## config.mk

```make
export PLATFORM = sky130hd
export DESIGN_NAME = scie_issuer
export DESIGN_NICKNAME = d
export VERILOG_FILES = /design/src/rtl/scie_issuer.sv
export SDC_FILE = /design/constraint.sdc
export NUM_CORES = 1
export LEC_CHECK = 0
export ABC_AREA = 1
export BUFFER_PORTS_ARGS = -buffer_cell sky130_fd_sc_hd__buf_2
export CELL_PAD_IN_SITES_DETAIL_PLACEMENT = 0
export CELL_PAD_IN_SITES_GLOBAL_PLACEMENT = 1
export CORE_MARGIN = 2
export CORE_UTILIZATION = 30
export CTS_BUF_LIST = sky130_fd_sc_hd__clkbuf_16
export CTS_CLUSTER_DIAMETER = 30
export DETAILED_ROUTE_END_ITERATION = 7
export PLACE_DENSITY_LB_ADDON = 0.1
export SYNTH_ARGS = -nofsm -noshare
export SYNTH_HDL_FRONTEND = slang
export SYNTH_SLANG_ARGS = --single-unit
```

## constraint.sdc

```tcl
create_clock -name clock -period 1.6 [get_ports clock]
set_input_delay 0.16 -clock clock [delete_from_list [all_inputs] [get_ports clock]]
set_output_delay 0.16 -clock clock [all_outputs]
set_load 0.01 [all_outputs]
```

## src/rtl/scie_issuer.sv

```systemverilog
// SCIE coefficient/sample issuer: sequences LOAD, PUSH, GAP, READ, CAPTURE, HOLD over a SCIE issue bus.
// Optional result counter enabled by defining SCIE_ISSUER_PERF_EN.
module scie_issuer #(
  parameter int NTAPS = 5
) (
  input  logic               clock,
  input  logic               reset,
  input  logic               coef_valid,
  output logic               coef_ready,
  input  logic signed [15:0] coef_real,
  input  logic signed [15:0] coef_imag,
  input  logic               in_valid,
  output logic               in_ready,
  input  logic signed [15:0] in_real,
  input  logic signed [15:0] in_imag,
  output logic               out_valid,
  input  logic               out_ready,
  output logic signed [15:0] out_real,
  output logic signed [15:0] out_imag,
  output logic               scie_valid,
  output logic        [31:0] scie_insn,
  output logic signed [15:0] scie_rs1_real,
  output logic signed [15:0] scie_rs1_imag,
  output logic        [31:0] scie_rs2,
  input  logic signed [15:0] scie_rd_real,
  input  logic signed [15:0] scie_rd_imag
`ifdef SCIE_ISSUER_PERF_EN
  ,
  output logic        [15:0] result_count
`endif
);

  localparam logic [31:0] INSN_LOAD = 32'h0000_000B;
  localparam logic [31:0] INSN_PUSH = 32'h0000_002B;
  localparam logic [31:0] INSN_READ = 32'h0000_005B;
  localparam int          IDX_W     = (NTAPS > 1) ? $clog2(NTAPS) : 1;
  localparam logic [IDX_W-1:0] IDX_LAST = IDX_W'(NTAPS - 1);

  typedef enum logic [2:0] {
    S_IDLE,
    S_LOAD,
    S_PUSH,
    S_GAP,
    S_READ,
    S_CAPTURE,
    S_HOLD
  } state_t;

  state_t            r_state;
  state_t            w_next;
  logic [IDX_W-1:0]  r_tap_idx;
  logic              r_loaded;
  logic              w_coef_hs;
  logic              w_in_hs;
  logic              w_out_hs;

  logic              r_scie_valid;
  logic [31:0]       r_scie_insn;
  logic signed [15:0] r_rs1_real;
  logic signed [15:0] r_rs1_imag;
  logic [31:0]       r_scie_rs2;
  logic              r_out_valid;
  logic signed [15:0] r_out_real;
  logic signed [15:0] r_out_imag;

  // A coefficient offered in IDLE always wins, so the sample side is masked by coef_valid.
  assign coef_ready = (r_state == S_IDLE);
  assign in_ready   = (r_state == S_IDLE) && r_loaded && !coef_valid;
  assign w_coef_hs  = coef_valid && coef_ready;
  assign w_in_hs    = in_valid && in_ready;
  assign w_out_hs   = (r_state == S_HOLD) && out_ready;

  // NOTE: every variable written in always_comb gets a default first, so no path can infer a latch.
  always_comb begin
    w_next = r_state;
    unique case (r_state)
      S_IDLE: begin
        if (w_coef_hs)    w_next = S_LOAD;
        else if (w_in_hs) w_next = S_PUSH;
      end
      S_LOAD:    w_next = S_IDLE;
      S_PUSH:    w_next = S_GAP;
      S_GAP:     w_next = S_READ;
      S_READ:    w_next = S_CAPTURE;
      S_CAPTURE: w_next = S_HOLD;
      S_HOLD:    if (w_out_hs) w_next = S_IDLE;
      default:   w_next = S_IDLE;
    endcase
  end

  // NOTE: sequential state uses non-blocking assignments only, so every register samples pre-edge values.
  always_ff @(posedge clock) begin
    if (reset) begin
      r_state   <= S_IDLE;
      r_tap_idx <= '0;
      r_loaded  <= 1'b0;
    end else begin
      r_state <= w_next;
      if (w_coef_hs) begin
        if (r_tap_idx == IDX_LAST) begin
          r_tap_idx <= '0;
          r_loaded  <= 1'b1;
        end else begin
          r_tap_idx <= r_tap_idx + 1'b1;
        end
      end
    end
  end

  // Issue bus is loaded on the edge that enters an issuing state and holds otherwise.
  always_ff @(posedge clock) begin
    if (reset) begin
      r_scie_valid <= 1'b0;
      r_scie_insn  <= '0;
      r_rs1_real   <= '0;
      r_rs1_imag   <= '0;
      r_scie_rs2   <= '0;
    end else begin
      r_scie_valid <= 1'b0;
      unique case (w_next)
        S_LOAD: if (r_state == S_IDLE) begin
          r_scie_valid <= 1'b1;
          r_scie_insn  <= INSN_LOAD;
          r_rs1_real   <= coef_real;
          r_rs1_imag   <= coef_imag;
          r_scie_rs2   <= 32'(r_tap_idx);
        end
        S_PUSH: if (r_state == S_IDLE) begin
          r_scie_valid <= 1'b1;
          r_scie_insn  <= INSN_PUSH;
          r_rs1_real   <= in_real;
          r_rs1_imag   <= in_imag;
          r_scie_rs2   <= '0;
        end
        S_READ: if (r_state == S_GAP) begin
          r_scie_valid <= 1'b1;
          r_scie_insn  <= INSN_READ;
          r_rs1_real   <= '0;
          r_rs1_imag   <= '0;
          r_scie_rs2   <= '0;
        end
        default: ;
      endcase
    end
  end

  always_ff @(posedge clock) begin
    if (reset) begin
      r_out_valid <= 1'b0;
      r_out_real  <= '0;
      r_out_imag  <= '0;
    end else begin
      r_out_valid <= (w_next == S_HOLD);
      if (r_state == S_CAPTURE) begin
        r_out_real <= scie_rd_real;
        r_out_imag <= scie_rd_imag;
      end
    end
  end

  assign scie_valid    = r_scie_valid;
  assign scie_insn     = r_scie_insn;
  assign scie_rs1_real = r_rs1_real;
  assign scie_rs1_imag = r_rs1_imag;
  assign scie_rs2      = r_scie_rs2;
  assign out_valid     = r_out_valid;
  assign out_real      = r_out_real;
  assign out_imag      = r_out_imag;

`ifdef SCIE_ISSUER_PERF_EN
  logic [15:0] r_result_count;

  always_ff @(posedge clock) begin
    if (reset) begin
      r_result_count <= '0;
    end else if (w_out_hs && (r_result_count != 16'hFFFF)) begin
      r_result_count <= r_result_count + 16'd1;
    end
  end

  assign result_count = r_result_count;
`endif

endmodule

```

Word-level counts from Yosys, hierarchy flattened
Index checks and enable logic that the tools add are counted.
Cells by class
  multiplexer cells: 23
  reductions and logical operators: 11
  equality and inequality tests: 13
  add/subtract/negate cells: 1
Operator list (number)
  $mux W32: 6
  $pmux W32 S3: 2
  $pmux W16 S3: 2
  $mux W16: 5
  $eq A3 B3 Y1 const B: 6
  $pmux W3 S6: 1
  $mux W3: 4
  $eq A3 B2 Y1 const B: 3
  $ne A2 B2 Y1 const B: 3
  $logic_and A1 B1 Y1: 5
  $reduce_and A4 Y1: 1
  $add A3 B1 Y3 const B: 1
  $eq A3 B1 Y1 const B: 1
  $logic_not A3 Y1: 1
  $reduce_bool A3 Y1: 1
  $mux W1: 2
  $pmux W1 S2: 1
  $reduce_and A2 Y1: 1
  $reduce_or A2 Y1: 1
  $logic_not A1 Y1: 1
Storage, ports and cells
  register bits after elaboration: 137
  logic and storage cells: 59

Depth between registers and ports, before layout
Gate-level depths: netlist of run 1.
  depth in word-level cells: 10
  mapped depth: 9
  mapped depth without buffers: 8

Worst setup path after synthesis of run 1
No wires, ideal clock.
  path type: reg2reg
  start point: reg r_state[0]
  end point: reg r_scie_rs2[2], in the netlist scie_rs2[2]
  data required time: 1.482 ns
  path slack: 0.305 ns
  arrival: 1.177 ns
  stages on the path, launching flop included: 9
  clock period less this slack: 1.295 ns
  setup time: 0.118 ns
  cells stage by stage: dfxtp_1 -> inv_2 -> nand2_2 -> nor2_4 -> nand2_2 -> buf_6 -> buf_6 -> o211ai_1 -> nor2_1
Between the ends
  word-level cells in the longest chain between the ends: 10
RTL lines
  from (decl): RTL line 49  | state_t r_state;
  from (signal assigned): RTL line 98  | r_state <= w_next;
  $logic_not A3 Y1 (*): RTL line 67  | assign coef_ready = (r_state == S_IDLE);
  named net coef_ready: RTL line 9  | output logic coef_ready,
  $logic_and A1 B1 Y1 (2 in series): RTL line 68  | assign in_ready = (r_state == S_IDLE) && r_loaded && !coef_valid;
  $logic_and A1 B1 Y1: RTL line 70  | assign w_in_hs = in_valid && in_ready;
  $mux W3: RTL line 79  | else if (w_in_hs) w_next = S_PUSH;
  $mux W3: RTL line 78  | if (w_coef_hs) w_next = S_LOAD;
  $pmux W3 S6: RTL line 76  | unique case (r_state)
  $eq A3 B3 Y1, or another cell as far along: RTL line 120  | unique case (w_next)
  $ne A2 B2 Y1 (no line) / $reduce_bool A3 Y1 (equally long branches)
  $reduce_and A4 Y1 (no line)
  to (signal assigned): RTL line 126  | r_scie_rs2 <= 32'(r_tap_idx);
  to (decl): RTL line 61  | logic [31:0] r_scie_rs2;
Mark *: on every way through the listed nets, which the timed path passes. The rest lies on a longest branch.
A chain may end at the register's enable or synchronous reset.

Worst setup path in the final report of run 1
  start point: reg r_state[0]
  end point: reg r_rs1_imag[3], in the netlist scie_rs1_imag[3]
Between the ends
  word-level cells in the longest chain between the ends: 10
RTL lines
  $logic_not A3 Y1
  $logic_and A1 B1 Y1 (2 in series): RTL line 68
  $logic_and A1 B1 Y1: RTL line 70
  $mux W3: RTL line 79
  $mux W3: RTL line 78
  $pmux W3 S6: RTL line 76
  $eq A3 B3 Y1, or another cell as far along: RTL line 120
  $ne A2 B2 Y1 (no line) / $reduce_bool A3 Y1 (equally long branches)
  $reduce_and A4 Y1 (no line)
  to (signal assigned): RTL line 125  | r_rs1_imag <= coef_imag;
  to (signal assigned): RTL line 132  | r_rs1_imag <= in_imag;
  to (decl): RTL line 60  | logic signed [15:0] r_rs1_imag;
Parallel ways exist; a longest one is shown, timed or not.

==> results.yml, run 1 <==
yosys:
  avgSynthCellArea_um2: 6.99
  synth-seq-cells: 79
  synthCells: 605
  yosysTopAreaCell: "dfxtp_1"
  ys_types: 30
  synth.area.top_cells: "dfxtp_1 37%, nor2_1 11%, buf_4 10%"
  synthArstFlopShare_pct: 0
  synth-seq-area-share_pct: 37.4
  synth_edf_count: 0
  synth.most_common_cell: "nor2_1"
  yosys-top-cells-count: "124 x nor2_1, 99 x nand2_1, 79 x dfxtp_1"
  yosys_warnings: 0
  syn_area_mm2: 0.00423
  synth_top_area_share_pct: 37.4
  synth_ff_type: "dfxtp_1"
routing:
  wl_met1_um: 5400
  final_antenna_net_count: 0
  vias_per_cell: 4.35
  top_layer: "met4"
  drt_first_pass_iters: 4
  drt_iter0_drc: 192
  met2_length_um: 5470
  wire_per_inst_um: 12.9
  wl_met3_um: 1030
  routed_wl_um: 12200
  route.vias.total: 4127
  post-route-drc-count: 0
cts:
  cts_resized: 0
  htree_num_levels: 3
  cts_buffers: 9
  post-cts-setup-buffers: 0
  clk_pin_slew_ns: 0.06
  clock_path_buffers: 2
  ctsRootBufferMaster: "clkbuf_16"
  worstSkewPairLatency_ns: 0.34
  cts_tree: "yes"
  cts_hold_buf: 0
  clkSinkCount: 79
place:
  io_buffers: 177
  place_area_mm2: 0.00504
  dp_hpwl_um: 8600
  place.gp.congestion: 0.750
hold_path:
  min-delay-path-class: "in2reg"
global_route:
  grt_max_degree: 46
  grt_use_total_pct: 16.1
  overflow: 0
  grt_antenna_before_repair: 0
  grt_pass1_wl_um: 18800
  grt_pass1_vias: 3783
timing:
  tns_ns: 0
  skew_ns: 0.00792
  rsz0062_at_grt: "false"
  finalSetupViolations: 0
  post-route-period-util_pct: 89.6
  hold_viol_final: 0
  max_freq_mhz: 698
  min_period_ns: 1.43
  slew_violations: 0
critical_path:
  critPathMaxFanout: 32
  crit_buf_inv: 3
  worstPathCellList: "inv_2 > nand2_2 > nor2_4 > nand2_2 > nand3_2 > inv_2 > buf_12 > nor2_1 > nor2_2"
  arrival_ns: 1.67
  max_stage_delay_ns: 0.35
  cp.required_ns: 1.84
  path_delay_family: "simple AND/OR/NAND/NOR gates"
  crit_type: "reg2reg"
  critPathSlowestCell: "dfxtp_2"
  cp-start-kind: "register"
  end_kind: "register"
flow_run:
  drv_cap: 0
floorplan:
  coreArea_mm2: 0.0138
  die_height_um: 123
  io_pins: 233
  start_util_pct: 30.6
  rows: 43
  die_area_mm2: 0.0151
  chipWidth_um: 123
pwr:
  power_per_cell_area_mw_per_mm2: 966
  leakage_nw: 2.81
  ir_worst_vdd_mv: 0.432
layout:
  layout-drive-gt1-share_pct: 32.0
  fin_area_mm2: 0.00535
  finish.net_count: 867
  diodes: 0
  area_delta_synth_final_pct: 26.6
run_status:
  status: "finished, final reports clean"
==> logic make-up (layout without fill, tap and decap cells) <==
family,after synthesis,after routing,share of synthesized area [%]
AOI/OAI and AO/OA,48,48,6.01
adders and majority gates,2,2,0.592
buffers and inverters,149,259,20.9
DFF,79,79,37.4
other,1,55,0.0887
and+or+nand+nor,326,326,35.0
==> through the flow <==
step | std cells | setup slack, ns | total power, mW | hold WS (ns) | utilization, %
2_1_floorplan | 659 | 0.305 | 2.89 | 0.229 | -
3_3_place_gp | 933 | 0.161 | 3.12 | 0.409 | 36.5
3_5_place_dp | 933 | 0.105 | 3.13 | 0.416 | 36.5
4_1_cts | 949 | 0.0762 | 5.24 | 0.0522 | 38.6
5_1_grt | 949 | 0.0294 | 5.45 | 0.0781 | 38.7
6_report | 949 | 0.166 | 5.17 | 0.0622 | 38.7
==> flip-flops by register name (all words and copies together) (netlist names) <==
signal and flops:
scie_valid 1, scie_rs1_imag 16, scie_insn 3, scie_rs2 3
r_tap_idx 3, r_loaded 1, out_real 16, r_state 3
out_imag 16, out_valid 1, scie_rs1_real 16
==> path summary, 6_finish.rpt <==
kind              slack [ns]       startpoint  depth (start not counted)               end
setup / recovery        0.17       r_state[0]                          9  scie_rs1_imag[3]
hold / removal          0.06  scie_rd_real[6]                          3       out_real[6]
setup reg to reg        0.17       r_state[0]                          9  scie_rs1_imag[3]
hold reg to reg         0.47      out_real[6]                          2       out_real[6]
==> tightest hold or removal path, cell delays in order <==
cell     delay [ns]
buf_2          0.07
o21ai_0        0.07
nor2_1         0.07
==> routing by layer <==
layer,track usage [%],up-vias
met5,0,-
met4,7.83,0
met3,4.00,21
met2,25.8,161
met1,20.2,1830
li1,-,2115
==> report_power, final <==
group / switching (mW) / internal (mW)
logic: 0.542 / 0.380
clock network: 0.876 / 1.21
registers: 0.0690 / 2.09
==> layout by cell type, fill, tap and decap left out, drive strengths merged <==
master / instances
clkinv: 3
nor2: 139
conb: 55
o2111ai: 1
ha: 2
a31oi: 2
clkbuf: 9
nand3: 35
inv: 54
o21ai: 37
dfxtp: 79
nand2: 111
nand4: 37
bufinv: 1
a21oi: 5
clkinvlp: 2
nor3: 4
buf: 190
o211ai: 3
==> final cells by class <==
type                    count  area [um^2]
repair buffers            190         1070
clock buffers               9          225
fillers                  1498         8470
flip-flops and latches     79         1580
well taps                 180          225
inverters                  53          199
multi-input cells         431         1970
clock inverters             7         75.1
No activity file was read; power rests on OpenSTA's default activity.
==> inputs of run 2 (changes only) <==
--- a/config.mk
+++ b/config.mk
@@ -15,6 +15,7 @@
 export CTS_CLUSTER_DIAMETER = 30
 export DETAILED_ROUTE_END_ITERATION = 7
 export PLACE_DENSITY_LB_ADDON = 0.1
+export RECOVER_POWER = 50
 export SYNTH_ARGS = -nofsm -noshare
 export SYNTH_HDL_FRONTEND = slang
 export SYNTH_SLANG_ARGS = --single-unit
==> results.yml, run 2 (synthesis gave the netlist of run 1 again) <==
run_status:
  status: "finished, final reports clean"
layout:
  most-common-layout-cells: "122 x nor2_1, 102 x buf_2, 99 x nand2_1"
  final_common_cell: "nor2_1"
  layout-drive-gt1-share_pct: 22.2
  finish.net_count: 867
  area_delta_synth_final_pct: 24.4
  fin_area_mm2: 0.00526
  nFillCells: 1536
  instances_no_fill: 949
  diodes: 0
routing:
  post-route-drc-count: 0
  wire_per_inst_um: 13.0
  drt_first_pass_iters: 4
  routed_wl_um: 12300
  drt_iter0_drc: 169
  vias_per_cell: 4.33
  final_antenna_net_count: 0
  route.vias.total: 4112
critical_path:
  r2r-start: "r_state[0]"
  cp.required_ns: 1.84
  cp-start-kind: "register"
  startpoint: "r_state[0]"
  critPathMaxFanout: 32
  end_kind: "register"
  arrival_ns: 1.67
  crit_type: "reg2reg"
timing:
  slew_violations: 0
  finalSetupViolations: 0
  tns_ns: 0
  hold_viol_final: 0
  min_period_ns: 1.43
  setup_ws_ns: 0.172
  skew_ns: 0.00656
  rsz0062_at_grt: "false"
  post-route-period-util_pct: 89.2
  max_freq_mhz: 700
  holdWs_ns: 0.0626
pwr:
  ir_worst_vdd_mv: 0.430
  power_per_cell_area_mw_per_mm2: 977
  leakage_nw: 2.50
cts:
  post-cts-setup-buffers: 0
  clk_pin_slew_ns: 0.06
  worstSkewPairLatency_ns: 0.34
  ctsRootBufferMaster: "clkbuf_16"
  cts_tree: "yes"
  htree_num_levels: 3
  clkSinkCount: 79
  clock_path_buffers: 2
  cts_hold_buf: 0
  cts_buffers: 9
place:
  dp_hpwl_um: 8600
  pre_cts_ws_ns: 0.105
  place_inst: 933
  io_buffers: 177
  place.gp.congestion: 0.750
  place_area_mm2: 0.00504
global_route:
  grt_use_total_pct: 16.1
  grt_pass1_wl_um: 18800
  grt_pass1_vias: 3783
  overflow: 0
  grt_antenna_before_repair: 0
  grt_max_degree: 46
floorplan:
  rows: 43
  chipWidth_um: 123
  start_util_pct: 30.6
  die_area_mm2: 0.0151
  die_height_um: 123
  io_pins: 233
  coreArea_mm2: 0.0138
flow_run:
  drv_cap: 0
hold_path:
  hp-start: "scie_rd_real[6]"
  min-delay-path-class: "in2reg"
-- run 2: cell count changes in the layout (fill, tap and decap cells not counted) --
cell      change
buf_2        -75
clkbuf_1     +75
-- run 2: repair_timing --
item / in CTS / in global routing
setup endpoints to repair: 0 / 34
gates resized for setup: 0 / 5
hold endpoints to repair: 0 / 0
-- run 2: final timing paths --
kind / endpoint / slack (ns) / cells past startpoint
setup / recovery: scie_rs1_imag[3] / 0.17 / 9
hold / removal: out_real[6] / 0.06 / 3
setup reg to reg: scie_rs1_imag[3] / 0.17 / 9
hold reg to reg: out_real[6] / 0.48 / 2
-- run 2: through the flow --
step / utilization [%] / power [mW]
final: 38.0 / 5.14
after global routing: 38.0 / 5.42
after CTS: 38.6 / 5.24
after detailed placement: 36.5 / 3.13
after global placement: 36.5 / 3.12
after floorplan: - / 2.89
-- run 2: final cells by class --
type	instances	area, um^2	area share (%)
multi-input cells	431	1970	37.5
flip-flops and latches	79	1580	30.1
repair buffers	190	977	18.6
clock buffers	9	225	4.28
well taps	180	225	4.28
inverters	53	199	3.78
clock inverters	7	75.1	1.43
-- run 2: layer usage --
layer / GRT usage, % / vias to the layer above / part of all wire, %
met5: 0 / - / 0
met4: 7.83 / 0 / 2.6
li1: - / 2114 / -
met3: 4.00 / 21 / 8.7
met2: 25.8 / 156 / 44
met1: 20.2 / 1821 / 44
-- run 2: power breakdown --
group	internal, mW	leakage, nW	switching (mW)
combinational	0.349	1.71	0.542
sequential	2.09	0.647	0.0721
clock	1.21	0.143	0.871
total	3.65	2.50	1.49
-- run 2: worst max-delay path, stage by stage, from the launching register on --
cell     delay [ns]
dfxtp_2        0.35
inv_2          0.10
nand2_2        0.08
nor2_4         0.15
nand2_2        0.11
nand3_2        0.11
inv_2          0.05
buf_12         0.16
nor2_1         0.15
nor2_2         0.04
